**config.mk**
```make
export PLATFORM = sky130hd
export DESIGN_NAME = load_store_unit
export DESIGN_NICKNAME = d
export VERILOG_FILES = /design/src/rtl/rv32i_pkg.sv /design/src/rtl/lsu_align.sv /design/src/rtl/load_store_unit.sv
export SDC_FILE = /design/constraint.sdc
export NUM_CORES = 1
export LEC_CHECK = 0
export ABC_AREA = 1
export BUFFER_PORTS_ARGS = -buffer_cell sky130_fd_sc_hd__buf_2
export CORE_UTILIZATION = 42
export DETAILED_ROUTE_END_ITERATION = 8
export PLACE_DENSITY = 0.76
export SLEW_MARGIN = 25
export SYNTH_ARGS = -nofsm -noshare
export SYNTH_HDL_FRONTEND = slang
export SYNTH_SLANG_ARGS = --single-unit
```
**constraint.sdc**
```tcl
create_clock -name clk -period 2.5 [get_ports clk]
set_input_delay 0.25 -clock clk [delete_from_list [all_inputs] [get_ports clk]]
set_output_delay 0.25 -clock clk [all_outputs]
set_load 0.02 [all_outputs]
```
**src/rtl/rv32i_pkg.sv**
```systemverilog
// Shared RV32I load/store encodings: funct3 values, LSU FSM states and the legality check.
package rv32i_pkg;

  localparam int unsigned XLEN = 32;
  localparam int unsigned F3_W_BITS = 3;

  localparam logic [F3_W_BITS-1:0] F3_B  = 3'b000;
  localparam logic [F3_W_BITS-1:0] F3_H  = 3'b001;
  localparam logic [F3_W_BITS-1:0] F3_W  = 3'b010;
  localparam logic [F3_W_BITS-1:0] F3_BU = 3'b100;
  localparam logic [F3_W_BITS-1:0] F3_HU = 3'b101;

  typedef enum logic [2:0] {
    LSU_IDLE  = 3'd0,
    LSU_RD    = 3'd1,
    LSU_RWAIT = 3'd2,
    LSU_WR    = 3'd3,
    LSU_DONE  = 3'd4
  } lsu_state_e;

  // Stores only have signed widths; loads also allow the unsigned byte/half forms.
  function automatic logic f3_legal(input logic we, input logic [F3_W_BITS-1:0] f3);
    logic ok;
    ok = (f3 == F3_B) || (f3 == F3_H) || (f3 == F3_W);
    if (!we) ok = ok || (f3 == F3_BU) || (f3 == F3_HU);
    return ok;
  endfunction

endpackage

```
**src/rtl/lsu_align.sv**
```systemverilog
// Combinational data alignment: load sign/zero extension and sub-word store merge.
module lsu_align
  import rv32i_pkg::*;
(
  input  logic [F3_W_BITS-1:0] funct3_i,
  input  logic [XLEN-1:0]      rdata_i,
  input  logic [XLEN-1:0]      wdata_i,
  output logic [XLEN-1:0]      ld_data_c,
  output logic [XLEN-1:0]      st_data_c
);

  always_comb begin
    ld_data_c = rdata_i;
    st_data_c = wdata_i;
    case (funct3_i)
      F3_B: begin
        ld_data_c = {{24{rdata_i[7]}}, rdata_i[7:0]};
        st_data_c = {rdata_i[31:8], wdata_i[7:0]};
      end
      F3_H: begin
        ld_data_c = {{16{rdata_i[15]}}, rdata_i[15:0]};
        st_data_c = {rdata_i[31:16], wdata_i[15:0]};
      end
      F3_BU:   ld_data_c = {24'd0, rdata_i[7:0]};
      F3_HU:   ld_data_c = {16'd0, rdata_i[15:0]};
      default: ;
    endcase
  end

endmodule

```
**src/rtl/load_store_unit.sv**
```systemverilog
// RV32I load/store sequencer in front of a 4-byte-wide data_mem; sub-word stores use read-modify-write.
// Optional misalignment/illegal-funct3 trap reporting is enabled by defining LSU_MISALIGN_TRAP_EN.
module load_store_unit
  import rv32i_pkg::*;
#(
  parameter int unsigned ADDR_W = 12
) (
  input  logic                 clk,
  input  logic                 rst,
  input  logic                 req_valid,
  output logic                 req_ready,
  input  logic                 req_we,
  input  logic [F3_W_BITS-1:0] req_funct3,
  input  logic [XLEN-1:0]      req_addr,
  input  logic [XLEN-1:0]      req_wdata,
  output logic                 resp_valid,
  output logic [XLEN-1:0]      resp_rdata,
  output logic                 resp_err,
  output logic [ADDR_W-1:0]    mem_addr,
  output logic [XLEN-1:0]      mem_wdata,
  output logic                 mem_op,
  output logic                 mem_wr,
  input  logic [XLEN-1:0]      mem_rdata
);

`ifdef LSU_MISALIGN_TRAP_EN
  localparam bit TRAP_EN = 1'b1;
`else
  localparam bit TRAP_EN = 1'b0;
`endif

  lsu_state_e             state_q, state_d;
  logic                   we_q, we_d;
  logic [F3_W_BITS-1:0]   f3_q, f3_d;
  logic [ADDR_W-1:0]      addr_q, addr_d;
  logic [XLEN-1:0]        wbuf_q, wbuf_d;
  logic [XLEN-1:0]        rdata_q, rdata_d;
  logic                   err_q, err_d;
  logic                   ready_q, valid_q, op_q, wr_q;

  logic [XLEN-1:0]        ld_data_c, st_data_c;
  logic                   misalign_c, reject_c;
  logic                   unused_addr_c;

  // Upper address bits are outside data_mem and intentionally dropped.
  assign unused_addr_c = ^req_addr[XLEN-1:ADDR_W];

  assign misalign_c = TRAP_EN &&
    ((((req_funct3 == F3_H) || (req_funct3 == F3_HU)) && req_addr[0]) ||
     ((req_funct3 == F3_W) && (req_addr[1:0] != 2'b00)));
  assign reject_c = !f3_legal(req_we, req_funct3) || misalign_c;

  lsu_align u_align (
    .funct3_i  (f3_q),
    .rdata_i   (mem_rdata),
    .wdata_i   (wbuf_q),
    .ld_data_c (ld_data_c),
    .st_data_c (st_data_c)
  );

  always_comb begin
    state_d = state_q;
    we_d    = we_q;
    f3_d    = f3_q;
    addr_d  = addr_q;
    wbuf_d  = wbuf_q;
    rdata_d = rdata_q;
    err_d   = err_q;
    case (state_q)
      LSU_IDLE: begin
        if (req_valid) begin
          we_d    = req_we;
          f3_d    = req_funct3;
          addr_d  = req_addr[ADDR_W-1:0];
          wbuf_d  = req_wdata;
          rdata_d = '0;
          err_d   = TRAP_EN && reject_c;
          if (reject_c)                             state_d = LSU_DONE;
          else if (req_we && (req_funct3 == F3_W))  state_d = LSU_WR;
          else                                      state_d = LSU_RD;
        end
      end
      LSU_RD:    state_d = LSU_RWAIT;
      LSU_RWAIT: begin
        // mem_rdata holds the word fetched in RD; stores merge into it, loads format it.
        if (we_q) begin
          wbuf_d  = st_data_c;
          state_d = LSU_WR;
        end else begin
          rdata_d = ld_data_c;
          state_d = LSU_DONE;
        end
      end
      LSU_WR:    state_d = LSU_DONE;
      LSU_DONE:  state_d = LSU_IDLE;
      default:   state_d = LSU_IDLE;
    endcase
  end

  // Strobes are registered from the next state so a reset drops mem_wr before the write edge.
  always_ff @(posedge clk or posedge rst) begin
    if (rst) begin
      state_q <= LSU_IDLE;
      we_q    <= 1'b0;
      f3_q    <= '0;
      addr_q  <= '0;
      wbuf_q  <= '0;
      rdata_q <= '0;
      err_q   <= 1'b0;
      ready_q <= 1'b1;
      valid_q <= 1'b0;
      op_q    <= 1'b0;
      wr_q    <= 1'b0;
    end else begin
      state_q <= state_d;
      we_q    <= we_d;
      f3_q    <= f3_d;
      addr_q  <= addr_d;
      wbuf_q  <= wbuf_d;
      rdata_q <= rdata_d;
      err_q   <= err_d;
      ready_q <= (state_d == LSU_IDLE);
      valid_q <= (state_d == LSU_DONE);
      op_q    <= (state_d == LSU_RD) || (state_d == LSU_WR);
      wr_q    <= (state_d == LSU_WR);
    end
  end

  assign req_ready  = ready_q;
  assign resp_valid = valid_q;
  assign resp_rdata = rdata_q;
  assign resp_err   = err_q;
  assign mem_addr   = addr_q;
  assign mem_wdata  = wbuf_q;
  assign mem_op     = op_q;
  assign mem_wr     = wr_q;

endmodule

```
# After elaboration in Yosys (flattened, before gate mapping)
# Index checks and enable logic that the tools add are counted.
# totals
reg_bits,87
latch_bits,0
ram_bits,0
mem_bits_ro,0
in_bits,103
output_inout_bits,81
wordCells,62
mem_count,0
# op_classes
addsub,0
n_mul,0
n_div,0
n_lt_le_gt_ge,0
eq_ne,19
n_shift,0
n_mux,14
bitwise_logic,1
reduce_logical,16
# ops
op,n
$pmux 32 s2,3
$mux 32,4
$pmux 32 s4,1
$eq 3x3->1 const B,5
$eq 3x1->1 const B,4
$eq 3x2->1 const B,4
$logic_not 3->1,4
$pmux 3 s4,1
$mux 3,3
$ne 2x2->1 const B,4
$reduce_and 3->1,2
$logic_or 1x1->1,5
$reduce_and 5->1,1
$reduce_and 4->1,1
$ne 3x1->1 const B,1
$mux 2,1
$ne 2x1->1 const B,1
$reduce_and 2->1,1
$reduce_bool 2->1,1
$logic_and 1x1->1,1
$mux 1,1
$not 1->1,1

# Depth between registers and ports, before layout
# logic_depth
ltp_word,11
mapped_depth,9
ltp_nobuf,8

# By module
# Synthesis repeated with hierarchy kept, for this count alone.
# unflattened
hier_cells,578
area_unflattened_um2,4685.7
# modules_own_cells
mod,instances,cells_each,area_per_inst_um2,seq_area_each_um2
load_store_unit,1,424,3923.8,2178.3
lsu_align,1,154,762.0,0.0

# Worst setup path before layout
# OpenSTA, ideal clock, no wires.
# synth_path
kind,reg-to-reg
startpoint,register state_q[2]
endpoint,register rdata_q[16] (netlist: resp_rdata[16])
setup_ns,0.117
arrival_ns,1.213
required_time_ns,2.383
path_slack_ns,1.170
stages_incl_launch_ff,8
path_buffers,1
synth_period_minus_slack_ns,1.330
path_cell_list,dfrtp_1 > nor2_4 > nand2_4 > o21ai_4 > inv_2 > buf_6 > nand2_1 > nand2_1
# synth_via
elab_chain_cells,3
word_cells_on_any_way,7
cone_classes,eq/ne (3); mux (1); reduce/logical (3)
# synth_lines
element,line_no,source
"start, declared",load_store_unit.sv:32,"lsu_state_e state_q, state_d;"
"start signal, assigned",load_store_unit.sv:115,state_q <= state_d;
$eq 3x2->1 / $logic_not 3->1 (equally long branches),load_store_unit.sv:69,case (state_q)
$ne 2x2->1 (no source line) / $reduce_bool 2->1 (equally long branches),-,
$reduce_and 3->1 (no source line),-,
"end signal, assigned",load_store_unit.sv:120,rdata_q <= rdata_d;
"end, declared",load_store_unit.sv:37,"logic [XLEN-1:0] rdata_q, rdata_d;"
# Several ways; a longest one is shown, not always the timed one.
# A chain may end at the register's enable or synchronous reset.

# Worst setup path after layout
# layout_path
startpoint,register state_q[2]
endpoint,register wr_q (netlist: mem_wr)
# layout_via
elab_chain_cells,3
word_cells_on_any_way,7
cone_classes,eq/ne (4); mux (2); reduce/logical (1)
# layout_lines
element,line_no,source
$eq 3x2->1 (tied with other cells),load_store_unit.sv:69,
$pmux 3 s4 (*),load_store_unit.sv:69,
via state_d[0],load_store_unit.sv:32,
$eq 3x2->1 (*),load_store_unit.sv:125,wr_q <= (state_d == LSU_WR);
"end signal, assigned",load_store_unit.sv:125,
"end, declared",load_store_unit.sv:39,"logic ready_q, valid_q, op_q, wr_q;"
# The timed path passes the listed nets; every way through them passes the cells marked *.

==> load_flow_metrics.sql <==
INSERT INTO impl_metrics (metric_group, metric, value, unit) VALUES
('drt', 'remaining_drc_errors', '0', ''),
('setup_path', 'reg2reg_from', 'state_q[2]', ''),
('synthesis', 'ys_seq_area_share', '54.1', '%'),
('global_routing', 'grt_pass1_vias', '3268', ''),
('timing', 'fin_skew', '0.0120', 'ns'),
('setup_path', 'path_class', 'flop to flop', ''),
('setup_path', 'critPathCapture', 'mem_wr', ''),
('cts', 'clock_sinks', '87', ''),
('synthesis', 'yosys_register_bits', '87', ''),
('timing', 'timing.max_slew.rel_slack', '49.6', '%'),
('die', 'die-area', '9990', 'um2'),
('synthesis', 'netlist_top_cells_count', '191 x sky130_fd_sc_hd__nand2_1, 86 x sky130_fd_sc_hd__dfrtp_1, 36 x sky130_fd_sc_hd__nand3_1', ''),
('power_and_ir_drop', 'portion_of_total_power_attributed_to_the_clock_network', '16.9', '%'),
('synthesis', 'postSynthNetCount', '577', ''),
('cts', 'cts.repair_timing.setup_buffer_count', '0', ''),
('cts', 'post_cts_resize_count', '0', ''),
('global_routing', 'gr-usage-all-layers', '19.6', '%'),
('synthesis', 'ys_async_sr_fraction', '100', '%'),
('synthesis', 'synth_cells', '474', ''),
('die', 'placement_rows', '35', ''),
('drt', 'route.final.wire_length', '9690', 'um'),
('setup_path', 'timing.critical_path.to_type', 'flop', ''),
('cells_and_area', 'finalNonFillerCells', '761', ''),
('synthesis', 'synth_edf_count', '0', ''),
('placement', 'numPlacedInstances', '745', ''),
('synthesis', 'most_repeated_cell_in_the_gate_level_netlist_after_synthesis', 'sky130_fd_sc_hd__nand2_1', ''),
('die', 'die_height', '99.9', 'um'),
('timing', 'final.min_clock_period', '1.75', 'ns'),
('global_routing', 'grt_max_degree', '47', ''),
('cts', 'cts.clk_slew.worst_paths', '0.09', 'ns'),
('cts', 'htreeDepth', '3', ''),
('drt', 'first_pass_iters', '5', ''),
('placement', 'dp_hpwl', '6980', 'um'),
('timing', 'grt_setup_unrepaired', 'false', ''),
('timing', 'finalCritPeriodShare', '70.1', '%'),
('cts', 'clock_root_buffer', 'sky130_fd_sc_hd__clkbuf_8', ''),
('setup_path', 'regToRegSetupSlack', '0.75', 'ns'),
('power_and_ir_drop', 'ir_worst_vdd', '570', 'uV'),
('drt', 'routed_via_density', '4.68', ''),
('cells_and_area', 'post_route_cells_drive_above_1_share', '32.8', '%'),
('cells_and_area', 'design.final.nets', '730', ''),
('drt', 'vias', '3560', ''),
('placement', 'place_worst_setup_slack', '0.755', 'ns'),
('global_routing', 'global_route_wire_length_before_repair', '15500', 'um'),
('flow_run', 'max_cap_viol_count', '0', ''),
('timing', 'total_negative_slack_for_setup_checks', '0', 'ns'),
('setup_path', 'timing.reg2reg.worst_path_depth', '7', ''),
('timing', 'final_setup_violating_endpoints', '0', ''),
('status', 'failed_checks', 'negative hold slack', ''),
('die', 'core_region_area', '9280', 'um2'),
('synthesis', 'netlist_area', '4030', 'um2'),
('drt', 'wl_per_cell', '12.7', 'um'),
('power_and_ir_drop', 'static-leakage-power', '2.94', 'nW'),
('power_and_ir_drop', 'p_switching', '0.00308', 'W'),
('cts', 'numCtsBuffers', '9', ''),
('power_and_ir_drop', 'power_density', '1320', 'nW/um2'),
('synthesis', 'netlist.area_leader.share', '53.4', '%'),
('setup_path', 'cp.arrival', '2.05', 'ns'),
('timing', 'whs', '-0.0105', 'ns'),
('timing', 'hold_violations', '11', ''),
('timing', 'tightest_slew', '0.757', 'ns'),
('drt', 'detail-route-antenna-nets', '0', ''),
('power_and_ir_drop', 'switching_share', '46.0', '%'),
('die', 'io-pin-count', '184', ''),
('timing', 'layout_setup_ws', '0.747', 'ns'),
('setup_path', 'startpoint_type', 'flop', ''),
('cts', 'clock_tree_from_tritoncts', 'yes', ''),
('cts', 'cts.path.max_buffers', '2', ''),
('status', 'outcome', 'finished with violations', ''),
('setup_path', 'startpoint', 'state_q[2]', ''),
('synthesis', 'avgSynthCellArea', '8.50', 'um2');
## worst min-delay path by stage
stage / from / endpoint / slack (ns)
after detailed placement: rst / mem_wdata[6] / 0.40
after global routing: rst / resp_rdata[21] / 0.04
after floorplan: req_funct3[0] / f3_q[0] / 0.36
final: rst / mem_wdata[6] / -0.01
after CTS: rst / resp_rdata[22] / 0.01
after global placement: rst / mem_wdata[6] / 0.40
## power by group through the flow
stage                     Clock (W)  Combinational, W  Sequential, W
after floorplan                   0           0.00171        0.00309
after detailed placement          0           0.00321        0.00241
after global routing        0.00121           0.00350        0.00246
final                       0.00113           0.00317        0.00239
after CTS                   0.00116           0.00320        0.00240
after global placement            0           0.00313        0.00239
## state kept, by name, indices dropped and copies added, names as in the netlist
register and count:
we_q 1, resp_valid 1, mem_op 1, mem_wr 1, req_ready 1, mem_wdata 32
resp_rdata 32, mem_addr 12, state_q 3, f3_q 3
## worst max-delay path: stages (launching register included)
cell and delay (ns):
sky130_fd_sc_hd__dfrtp_1 0.47, sky130_fd_sc_hd__nor2_4 0.19, sky130_fd_sc_hd__nand3_4 0.17, sky130_fd_sc_hd__inv_1 0.48
sky130_fd_sc_hd__nand2_1 0.18, sky130_fd_sc_hd__nand2_1 0.12, sky130_fd_sc_hd__nand2_1 0.06, sky130_fd_sc_hd__inv_1 0.04
## cell type report
class	instances	area (um2)
well taps	129	161
inverters	37	140
flip-flops and latches	87	2180
multi-input cells	324	1490
clock buffers	10	138
clock inverters	6	92.6
fillers	913	4220
repair buffers	168	868
## metrics by stage
| stage | hold slack [ns] | util, % | instance area [um2] | power (W) |
|---|---|---|---|---|
| floorplan | 0.360 | - | 4030 | 0.00481 |
| detailed placement | 0.401 | 52.1 | 4830 | 0.00562 |
| finish | -0.0105 | 54.6 | 5060 | 0.00669 |
| global placement | 0.400 | 52.1 | 4830 | 0.00551 |
| CTS | 0.0133 | 54.6 | 5060 | 0.00676 |
| global route | 0.0357 | 54.6 | 5060 | 0.00717 |
## cell usage in the layout, fill, tap and decap left out
| master | synthesis | final |
|---|---|---|
| sky130_fd_sc_hd__conb_1 | 1 | 1 |
| sky130_fd_sc_hd__nand3b_2 | 1 | 1 |
| sky130_fd_sc_hd__inv_2 | 2 | 2 |
| sky130_fd_sc_hd__inv_1 | 35 | 34 |
| sky130_fd_sc_hd__o21ai_0 | 30 | 30 |
| sky130_fd_sc_hd__nor3_1 | 1 | 1 |
| sky130_fd_sc_hd__nand2_4 | 5 | 5 |
| sky130_fd_sc_hd__o21ai_2 | 7 | 7 |
| sky130_fd_sc_hd__inv_8 | 0 | 1 |
| sky130_fd_sc_hd__clkinvlp_4 | 0 | 1 |
| sky130_fd_sc_hd__buf_12 | 0 | 1 |
| sky130_fd_sc_hd__clkbuf_8 | 0 | 10 |
| sky130_fd_sc_hd__o21ai_4 | 1 | 1 |
| sky130_fd_sc_hd__o211ai_1 | 1 | 1 |
| sky130_fd_sc_hd__dfrtp_1 | 86 | 86 |
| sky130_fd_sc_hd__clkinv_2 | 0 | 2 |
| sky130_fd_sc_hd__bufinv_16 | 0 | 2 |
| sky130_fd_sc_hd__nand3_4 | 1 | 1 |
| sky130_fd_sc_hd__clkinv_4 | 0 | 1 |
| sky130_fd_sc_hd__buf_4 | 4 | 5 |
| sky130_fd_sc_hd__nor2_4 | 3 | 3 |
| sky130_fd_sc_hd__a21oi_1 | 16 | 16 |
| sky130_fd_sc_hd__buf_2 | 6 | 162 |
| sky130_fd_sc_hd__nand2_2 | 1 | 1 |
| sky130_fd_sc_hd__o21ai_1 | 25 | 25 |
| sky130_fd_sc_hd__nor2_1 | 4 | 4 |
| sky130_fd_sc_hd__nand2_1 | 191 | 191 |
| sky130_fd_sc_hd__dfstp_2 | 1 | 1 |
| sky130_fd_sc_hd__nand3_1 | 36 | 36 |
## cells by family (layout without fill, tap and decap cells)
kind of cell    Yosys count  after routing  synth area share, %
simple gates            243            243                 25.9
flops                    87             87                 54.1
compound gates           80             80                 10.9
buf+inv                  63            221                 9.04
other cells               1              1               0.0931
## layer usage
layer / up-vias / part of all wire (%) / global-route usage [%] / wire [um]
met5: - / 0 / 0 / 0
met4: 0 / 1.3 / 6.67 / 126
met3: 11 / 5.7 / 3.76 / 553
met2: 119 / 47 / 31.7 / 4510
met1: 1630 / 46 / 26.5 / 4500
li1: 1800 / - / - / -
No activity file was read; power rests on OpenSTA's default activity.
